$ cat config.mk
export PLATFORM = sky130hd
export DESIGN_NAME = instr_fetch_unit_flat
export DESIGN_NICKNAME = d
export VERILOG_FILES = /design/src/rtl/instr_fetch_unit_if.sv /design/src/rtl/instr_fetch_unit.sv /design/src/flat_wrapper.sv
export SDC_FILE = /design/constraint.sdc
export NUM_CORES = 1
export LEC_CHECK = 0
export ABC_AREA = 1
export BUFFER_PORTS_ARGS = -buffer_cell sky130_fd_sc_hd__buf_2
export CAP_MARGIN = 20
export CORE_UTILIZATION = 38
export CTS_CLUSTER_SIZE = 16
export DETAILED_ROUTE_END_ITERATION = 8
export PLACE_DENSITY_LB_ADDON = 0.2
export SLEW_MARGIN = 30
export SYNTH_ARGS = -nofsm -noshare
export SYNTH_HDL_FRONTEND = slang
export SYNTH_SLANG_ARGS = --single-unit
$ cat constraint.sdc
create_clock -name clk -period 6.5 [get_ports clk]
set_clock_uncertainty 0.15 [all_clocks]
set_input_delay 0.325 -clock clk [delete_from_list [all_inputs] [get_ports clk]]
set_output_delay 0.325 -clock clk [all_outputs]
set_load 0.005 [all_outputs]
$ cat src/rtl/instr_fetch_unit_if.sv
// Fetch-unit bus bundle: instruction-memory request/response and decode handshake.
// master = fetch unit, slave = memory/decode side.
interface instr_fetch_unit_if #(
    parameter int unsigned INSTR_ADDR_WIDTH = 32,
    parameter int unsigned INSTR_WIDTH      = 32
);
    logic                        imem_req_valid;
    logic                        imem_req_ready;
    logic [INSTR_ADDR_WIDTH-1:0] imem_req_addr;
    logic                        imem_rsp_valid;
    logic [INSTR_WIDTH-1:0]      imem_rsp_data;

    logic                        instr_valid;
    logic                        instr_ready;
    logic [INSTR_WIDTH-1:0]      instr_data;
    logic [INSTR_ADDR_WIDTH-1:0] instr_addr;
    logic                        instr_len;

    modport master (
        output imem_req_valid, imem_req_addr,
        input  imem_req_ready, imem_rsp_valid, imem_rsp_data,
        output instr_valid, instr_data, instr_addr, instr_len,
        input  instr_ready
    );

    modport slave (
        input  imem_req_valid, imem_req_addr,
        output imem_req_ready, imem_rsp_valid, imem_rsp_data,
        input  instr_valid, instr_data, instr_addr, instr_len,
        output instr_ready
    );
endinterface

$ cat src/rtl/instr_fetch_unit.sv
// Instruction fetch stage: credit-limited in-order memory requests, tagged instruction
// buffer toward decode, and flush handling that discards stale in-flight responses.
module instr_fetch_unit #(
    parameter int unsigned INSTR_ADDR_WIDTH = 32,
    parameter int unsigned INSTR_WIDTH      = 32,
    parameter int unsigned FIFO_DEPTH       = 4,
    parameter int unsigned MAX_OUTSTANDING  = 2
) (
    input  logic                            clk,
    input  logic                            async_rst_n,
    input  logic                            clk_en,
    input  logic [INSTR_ADDR_WIDTH-1:0]     fetch_addr,
    input  logic                            flush,
    output logic                            pc_stall,
    instr_fetch_unit_if.master              bus,
    output logic [$clog2(FIFO_DEPTH):0]     fifo_count,
    output logic                            rsp_err
);

    localparam int unsigned PTR_W = $clog2(FIFO_DEPTH);
    localparam int unsigned CNT_W = $clog2(FIFO_DEPTH) + 1;
    localparam int unsigned OUT_W = $clog2(MAX_OUTSTANDING) + 1;
    localparam int unsigned AQ_W  = (MAX_OUTSTANDING > 1) ? $clog2(MAX_OUTSTANDING) : 1;

    typedef struct packed {
        logic [INSTR_WIDTH-1:0]      data;
        logic [INSTR_ADDR_WIDTH-1:0] addr;
        logic                        len;
    } fifo_entry_t;

    fifo_entry_t                 fifo_mem [FIFO_DEPTH];
    logic [PTR_W-1:0]            wr_ptr;
    logic [PTR_W-1:0]            rd_ptr;
    logic [CNT_W-1:0]            count;

    logic [INSTR_ADDR_WIDTH-1:0] aq_mem [MAX_OUTSTANDING];
    logic [AQ_W-1:0]             aq_wr;
    logic [AQ_W-1:0]             aq_rd;
    logic [OUT_W-1:0]            outstanding;
    logic [OUT_W-1:0]            discard;

    logic        credit_ok_c;
    logic        req_valid_c;
    logic        accept_c;
    logic        rsp_c;
    logic        spurious_c;
    logic        rsp_pop_c;
    logic        rsp_drop_c;
    logic        fifo_wr_c;
    logic        fifo_rd_c;
    fifo_entry_t head_c;
    fifo_entry_t wr_entry_c;

    function automatic logic [AQ_W-1:0] aq_inc(input logic [AQ_W-1:0] p);
        return (32'(p) == MAX_OUTSTANDING - 1) ? '0 : p + AQ_W'(1);
    endfunction

    // Credits come from registered counts only, so a same-cycle pop never over-issues.
    always_comb begin
        credit_ok_c = (32'(outstanding) < MAX_OUTSTANDING) &&
                      ((32'(count) + 32'(outstanding)) < FIFO_DEPTH);
        req_valid_c = async_rst_n & clk_en & ~flush & credit_ok_c;
        accept_c    = req_valid_c & bus.imem_req_ready;
        rsp_c       = clk_en & bus.imem_rsp_valid;
        spurious_c  = rsp_c & (outstanding == '0);
        rsp_pop_c   = rsp_c & (outstanding != '0);
        rsp_drop_c  = rsp_pop_c & (flush | (discard != '0));
        fifo_wr_c   = rsp_pop_c & ~rsp_drop_c;
        fifo_rd_c   = clk_en & ~flush & (count != '0) & bus.instr_ready;
    end

    always_comb begin
        wr_entry_c      = '0;
        wr_entry_c.data = bus.imem_rsp_data;
        wr_entry_c.addr = aq_mem[aq_rd];
        wr_entry_c.len  = (bus.imem_rsp_data[1:0] == 2'b11);
        head_c          = fifo_mem[rd_ptr];
    end

    // Control state: pointers, occupancy, in-flight and discard counters, sticky error.
    always_ff @(posedge clk or negedge async_rst_n) begin
        if (!async_rst_n) begin
            wr_ptr      <= '0;
            rd_ptr      <= '0;
            count       <= '0;
            aq_wr       <= '0;
            aq_rd       <= '0;
            outstanding <= '0;
            discard     <= '0;
            rsp_err     <= 1'b0;
        end else if (clk_en) begin
            if (accept_c)  aq_wr <= aq_inc(aq_wr);
            if (rsp_pop_c) aq_rd <= aq_inc(aq_rd);
            outstanding <= outstanding + OUT_W'(accept_c) - OUT_W'(rsp_pop_c);

            // On flush every remaining in-flight response is stale.
            if (flush)
                discard <= outstanding - OUT_W'(rsp_pop_c);
            else if (rsp_drop_c)
                discard <= discard - OUT_W'(1);

            if (spurious_c) rsp_err <= 1'b1;

            if (flush) begin
                wr_ptr <= '0;
                rd_ptr <= '0;
                count  <= '0;
            end else begin
                if (fifo_wr_c) wr_ptr <= wr_ptr + PTR_W'(1);
                if (fifo_rd_c) rd_ptr <= rd_ptr + PTR_W'(1);
                count <= count + CNT_W'(fifo_wr_c) - CNT_W'(fifo_rd_c);
            end
        end
    end

    // Storage arrays carry no reset; validity is tracked by the control state above.
    always_ff @(posedge clk) begin
        if (accept_c)  aq_mem[aq_wr]    <= fetch_addr;
        if (fifo_wr_c) fifo_mem[wr_ptr] <= wr_entry_c;
    end

    assign pc_stall           = ~accept_c;
    assign bus.imem_req_valid = req_valid_c;
    assign bus.imem_req_addr  = fetch_addr;
    assign bus.instr_valid    = clk_en & (count != '0);
    assign bus.instr_data     = head_c.data;
    assign bus.instr_addr     = head_c.addr;
    assign bus.instr_len      = head_c.len;
    assign fifo_count         = count;

`ifndef SYNTHESIS
    always @(posedge clk) begin
        if (async_rst_n && clk_en) begin
            assert (!(fifo_wr_c && !fifo_rd_c && !flush && (32'(count) == FIFO_DEPTH)))
                else $error("instruction buffer written while full");
            assert (32'(discard) <= 32'(outstanding))
                else $error("discard count exceeds in-flight requests");
        end
    end
`endif

endmodule

$ cat src/flat_wrapper.sv
// flat-port wrapper written by rule: the top's interface ports become plain ports
module instr_fetch_unit_flat 
#(
    parameter int unsigned INSTR_ADDR_WIDTH = 32,
    parameter int unsigned INSTR_WIDTH      = 32,
    parameter int unsigned FIFO_DEPTH       = 4,
    parameter int unsigned MAX_OUTSTANDING  = 2
)
  (clk, async_rst_n, clk_en, fetch_addr, flush, pc_stall, fifo_count, rsp_err, bus_imem_req_valid, bus_imem_req_addr, bus_imem_req_ready, bus_imem_rsp_valid, bus_imem_rsp_data, bus_instr_valid, bus_instr_data, bus_instr_addr, bus_instr_len, bus_instr_ready);
  instr_fetch_unit_if #(.INSTR_ADDR_WIDTH(INSTR_ADDR_WIDTH), .INSTR_WIDTH(INSTR_WIDTH)) bus_i ();
  input  logic clk;
  input  logic async_rst_n;
  input  logic clk_en;
  input  logic [INSTR_ADDR_WIDTH-1:0] fetch_addr;
  input  logic flush;
  output logic pc_stall;
  output logic [$clog2(FIFO_DEPTH):0] fifo_count;
  output logic rsp_err;
  output wire logic [$bits(bus_i.imem_req_valid)-1:0] bus_imem_req_valid;
  output wire logic [$bits(bus_i.imem_req_addr)-1:0] bus_imem_req_addr;
  input wire logic [$bits(bus_i.imem_req_ready)-1:0] bus_imem_req_ready;
  input wire logic [$bits(bus_i.imem_rsp_valid)-1:0] bus_imem_rsp_valid;
  input wire logic [$bits(bus_i.imem_rsp_data)-1:0] bus_imem_rsp_data;
  output wire logic [$bits(bus_i.instr_valid)-1:0] bus_instr_valid;
  output wire logic [$bits(bus_i.instr_data)-1:0] bus_instr_data;
  output wire logic [$bits(bus_i.instr_addr)-1:0] bus_instr_addr;
  output wire logic [$bits(bus_i.instr_len)-1:0] bus_instr_len;
  input wire logic [$bits(bus_i.instr_ready)-1:0] bus_instr_ready;
  assign bus_imem_req_valid = bus_i.imem_req_valid;
  assign bus_imem_req_addr = bus_i.imem_req_addr;
  assign bus_i.imem_req_ready = bus_imem_req_ready;
  assign bus_i.imem_rsp_valid = bus_imem_rsp_valid;
  assign bus_i.imem_rsp_data = bus_imem_rsp_data;
  assign bus_instr_valid = bus_i.instr_valid;
  assign bus_instr_data = bus_i.instr_data;
  assign bus_instr_addr = bus_i.instr_addr;
  assign bus_instr_len = bus_i.instr_len;
  assign bus_i.instr_ready = bus_instr_ready;
  instr_fetch_unit #(.INSTR_ADDR_WIDTH(INSTR_ADDR_WIDTH), .INSTR_WIDTH(INSTR_WIDTH), .FIFO_DEPTH(FIFO_DEPTH), .MAX_OUTSTANDING(MAX_OUTSTANDING)) u_core (.clk(clk), .async_rst_n(async_rst_n), .clk_en(clk_en), .fetch_addr(fetch_addr), .flush(flush), .pc_stall(pc_stall), .bus(bus_i), .fifo_count(fifo_count), .rsp_err(rsp_err));
endmodule
# Word level (Yosys, flattened, before mapping)
# Memory sizes are Yosys's and may differ from the RTL's.
# Index checks and enable logic that the tools add are counted.
[word_totals] register_bits=14 ramBits=324 input_bits=71 output_inout_bits=104 word_cells=68 memories=2
[memory_table] memory="u_core.fifo_mem" words=4 word_bits=65 read_ports=1 rd_clocked_by_memory_dff=0 write_ports=1 line_no="instr_fetch_unit.sv:31" source="fifo_entry_t fifo_mem [FIFO_DEPTH];"
[memory_table] memory="u_core.aq_mem" words=2 word_bits=32 read_ports=1 rd_clocked_by_memory_dff=0 write_ports=1 line_no="instr_fetch_unit.sv:36" source="logic [INSTR_ADDR_WIDTH-1:0] aq_mem [MAX_OUTSTANDING];"
[op_classes] addsub=11 n_lt_le_gt_ge=2 n_eq_ne=1 mux=13 bitwise=17 reduce_logical=14
[op_table] operator="$lt 32x3->1 const B" count=1
[op_table] operator="$and 1x1->1" count=13
[op_table] operator="$mux 2" count=6
[op_table] operator="$reduce_and 2->1" count=6
[op_table] operator="$reduce_bool 2->1" count=5
[op_table] operator="$mux 1" count=6
[op_table] operator="$add 2x1->2 const B" count=2
[op_table] operator="$add 3x2->4" count=1
[op_table] operator="$sub 2x1->2" count=2
[op_table] operator="$add 3x1->3" count=1
[op_table] operator="$mux 3" count=1
[op_table] operator="$not 1->1" count=3
[op_table] operator="$reduce_bool 3->1" count=1
[op_table] operator="$sub 3x1->3" count=1
[op_table] operator="$add 1x1->1 const B" count=2
[op_table] operator="$add 2x1->2" count=1
[op_table] operator="$eq 2x2->1 const B" count=1
[op_table] operator="$logic_not 2->1" count=1
[op_table] operator="$lt 2x2->1 const B" count=1
[op_table] operator="$sub 2x1->2 const B" count=1
[op_table] operator="$logic_and 1x1->1" count=1
[op_table] operator="$or 1x1->1" count=1

# Depth between registers and ports, before layout
[depth] ltp_word=8 mapped_depth=13 mapped_depth_nobuf=13

# Worst setup path before layout
# Ideal clock, no wire load.
[synth_path] kind="flip-flop to flip-flop" start="register u_core.discard[0]" end="memory u_core.fifo_mem[0][0] in the netlist's numbering, enable pin" setup_ns=0.488 arrival_ns=3.581 path_slack_ns=2.281 stages_incl_launch_ff=7 path_buffers=0 cell_sequence="dfrtp_1 > inv_1 > ha_1 > inv_1 > nor2_1 > nand3_2 > nor2_1"
[synth_via] elab_chain_len=7
[synth_lines] element="start: declaration" line_no="instr_fetch_unit.sv:40" source="logic [OUT_W-1:0] discard;"
[synth_lines] element="start signal: assignment" line_no="instr_fetch_unit.sv:98" source="discard <= outstanding - OUT_W'(rsp_pop_c);"
[synth_lines] element="start signal: assignment" line_no="instr_fetch_unit.sv:100" source="discard <= discard - OUT_W'(1);"
[synth_lines] element="$reduce_bool 2->1" line_no="instr_fetch_unit.sv:67" source="rsp_drop_c = rsp_pop_c & (flush | (discard != '0));"
[synth_lines] element="$or 1x1->1" line_no="instr_fetch_unit.sv:67"
[synth_lines] element="$and 1x1->1" line_no="instr_fetch_unit.sv:67"
[synth_lines] element="$not 1->1" line_no="instr_fetch_unit.sv:68" source="fifo_wr_c = rsp_pop_c & ~rsp_drop_c;"
[synth_lines] element="$and 1x1->1" line_no="instr_fetch_unit.sv:68"
[synth_lines] element="$mux 1" line_no="instr_fetch_unit.sv:119" source="if (fifo_wr_c) fifo_mem[wr_ptr] <= wr_entry_c;"
[synth_lines] element="$mux 1 (implied by the code)" line_no="instr_fetch_unit.sv:119"
[synth_lines] element="end: declaration" line_no="instr_fetch_unit.sv:31"
# No other way between the ends.

# Worst setup path after layout
[layout_path] start="register u_core.rd_ptr[0]" end="output port bus_instr_data[14]"
[layout_via] elab_chain_len=1
[layout_lines] element="start: declaration" line_no="instr_fetch_unit.sv:33" source="logic [PTR_W-1:0] rd_ptr;"
[layout_lines] element="start signal: assignment" line_no="instr_fetch_unit.sv:110" source="if (fifo_rd_c) rd_ptr <= rd_ptr + PTR_W'(1);"
[layout_lines] element="$mem_v2 4x65"
[layout_lines] element="end: declaration" line_no="flat_wrapper.sv:25" source="output wire logic [$bits(bus_i.instr_data)-1:0] bus_instr_data;"
# No other way between the ends.

==> impl_metrics.toml <==
[status]
outcome = "completed"

[die]
core_um2 = 33870
placementRows = 67
io_pins = 175
initial_core_util_pct = 39.00
dieArea_um2 = 35510
die_h_um = 188.4
die_w_um = 188.4

[grt]
grt_pass1_vias = 7766
track_usage_pct = 15.60
grt_max_degree = 85
antenna_found_initial = 1
grt_pass1_wl_um = 42860
grt_overflow = 0

[synthesis]
synth.distinct_cells = 29
synth_fp_nets = 1049
ys.flop_type = "edfxtp_1"
avgSynthCellArea_um2 = 13.67
synth_area_um2 = 13210
synth-edff-count = 324
yosysWarnings = 0
async_flop_share_pct = 4.142
ys_seq_area_share_pct = 76.31
synthCells = 966
ys_ff_latch = 338

[clock_network]
clockRootBuffer = "clkbuf_16"
cts_buffers = 38
htree_levels = 2
clkTransAtPathRegs_ns = 0.06
clock_tree.buffer_depth = 3
cts_tree = "built"
cts-resized-gates = 0
post-cts-setup-buffers = 0
hold_buffers = 68
clkLatencyLatePin_ns = 0.51
clock-sinks = 338

[critical_path]
critPathKind = "flip-flop to primary output"
cpPeakStageDelay_ns = 0.75
worstRegToRegCells = 7
rrSetupSlack_ns = 3.91
cp_cell_sequence = "inv_4 -> buf_4 -> o21ai_0 -> o22ai_1 -> buf_2"
r2r-start = "u_core.discard[0]"
r2r_end = "u_core.fifo_mem[3][46]"
critPathMaxFanout = 78
end_kind = "primary output"
cpMaxStageDelayCell = "buf_4"
start_kind = "flip-flop"
critPathRequiredTime_ns = 6.02
cp_data_arrival_time_ns = 3.08

[timing]
min_period_ns = 3.552
fmax_mhz = 281.5
slew_headroom_pct = 42.89
worst_slew_pin_slew_ns = 0.8566
fin_ws_ns = 2.948
rsz0062_at_grt = "no"
setup_viol = 0
period_share_pct = 54.64
holdWs_ns = 0.03116
slew_violations = 0
finalHoldViolations = 0
setup_tns_ns = 0

[place]
gp_congestion = 0.7300
post-dp-hpwl_um = 14500
io_buffers = 174
dpl_cell_area_um2 = 14240
preCtsSetupSlack_ns = 3.432

[min_path]
min_path_cells = 3
hold_start = "clk_en"
hold_end = "u_core.rd_ptr[1]"
hold_path_class = "input port to flip-flop"

[final_layout]
final_common_cell = "edfxtp_1"
synthToLayoutAreaGrowth_pct = 22.24
final_cell_mix = "324 x edfxtp_1, 174 x buf_2, 139 x nor2_1, 138 x nand2_1, 100 x o21ai_0"
drive_gt1_share_pct = 20.80
seqCellArea_um2 = 10080
n_fill_cell = 2998
multi_input_area_um2 = 2446
fin_area_um2 = 16150
nets = 1261

[route]
ant_nets = 0
wl_um = 27420
dr.pass1.iters = 4
via_per_inst = 4.766
drc_errors = 0
drtIter0Drc = 426
wl_per_cell_um = 16.56
vias = 7892

[power_and_ir_drop]
power_density_nw_per_um2 = 345.3
ir_drop_mv = 0.1860
fin_total_pwr_mw = 5.576
total_leakage_power_nw = 5.954

[flow_run]
drv_cap = 0
Yosys cell counts, types with 2 or more instances:
cell type | count | area share, %
buf_4 | 32 | 1.8
nor2_1 | 144 | 4.1
clkbuf_1 | 8 | 0.23
a21oi_1 | 2 | 0.076
o22ai_1 | 65 | 3.1
clkbuf_4 | 3 | 0.17
inv_2 | 2 | 0.057
dfrtp_1 | 14 | 2.7
clkbuf_2 | 6 | 0.23
nand3_1 | 7 | 0.27
nand2_1 | 138 | 3.9
ha_1 | 11 | 1.0
inv_1 | 29 | 0.82
o21bai_1 | 2 | 0.11
buf_6 | 14 | 1.2
o21ai_0 | 100 | 3.8
o21ai_1 | 37 | 1.4
edfxtp_1 | 324 | 74
buf_2 | 18 | 0.68
per-stage QoR:
stage / util (%) / std cells
6_report: 47.68 / 1656
3_3_place_gp: 41.84 / 1516
5_1_grt: 47.68 / 1656
4_1_cts: 47.67 / 1655
3_5_place_dp: 42.04 / 1518
2_1_floorplan: - / 966
worst max-delay path by stage:
stage,slack [ns],startpoint,endpoint,cells past startpoint
after floorplan,2.28,u_core.discard[0],u_core.fifo_mem[0][0],6
after global placement,3.45,u_core.discard[0],u_core.fifo_mem[3][41],7
after detailed placement,3.43,u_core.rd_ptr[0],bus_instr_data[14],5
after CTS,2.89,u_core.rd_ptr[0],bus_instr_data[14],5
after global routing,2.65,u_core.rd_ptr[0],bus_instr_data[14],5
final,2.95,u_core.rd_ptr[0],bus_instr_data[14],5
critical path: cells and delay by family, from the launching register on:
family          cells  cell delay [ns]
buf+inv             3             1.41
flops               1             0.70
compound gates      2             0.38
cell families (layout without fill, tap and decap cells):
group           count (synthesis)  in the layout  share of synthesized area, %
buf+inv                       116            357                         5.456
simple gates                  292            292                         8.449
flops                         338            338                         76.31
other cells                     0              1                             0
compound gates                206            206                         8.459
fa+ha+maj                      12             12                         1.194
xor+xnor                        2              2                        0.1326
where the power goes:
group | leakage, nW | total (mW) | internal [mW] | switching [mW]
Combinational | 2.26 | 0.919 | 0.312 | 0.607
Clock | 0.599 | 2.07 | 1.26 | 0.803
Sequential | 3.10 | 2.59 | 2.55 | 0.0409
Total | 5.95 | 5.58 | 4.12 | 1.45
registers in the layout (all words and copies together), names as in the netlist:
signal and count:
u_core.rsp_err 1, u_core.fifo_mem 260, u_core.aq_rd 1, u_core.wr_ptr 2, u_core.rd_ptr 2, u_core.discard 2
u_core.aq_wr 1, u_core.aq_mem 64, u_core.fifo_count 3, u_core.outstanding 2
layout make-up:
cell class              count  share of cell area (%)
flip-flops and latches    338                   62.46
multi-input cells         512                   15.15
repair buffers            255                   10.53
clock buffers              49                   6.540
well taps                 448                   3.472
clock inverters            20                   1.054
inverters                  33                  0.7826
diodes                      1                 0.01550
layer usage:
layer	track usage (%)	vias to the layer above	wire length, µm
met5	0	-	0
met4	4.280	0	480
met3	2.757	39	1199
met2	27.52	162	13790
met1	19.66	3818	11960
li1	-	3873	-
No activity file was read; power rests on OpenSTA's default activity.
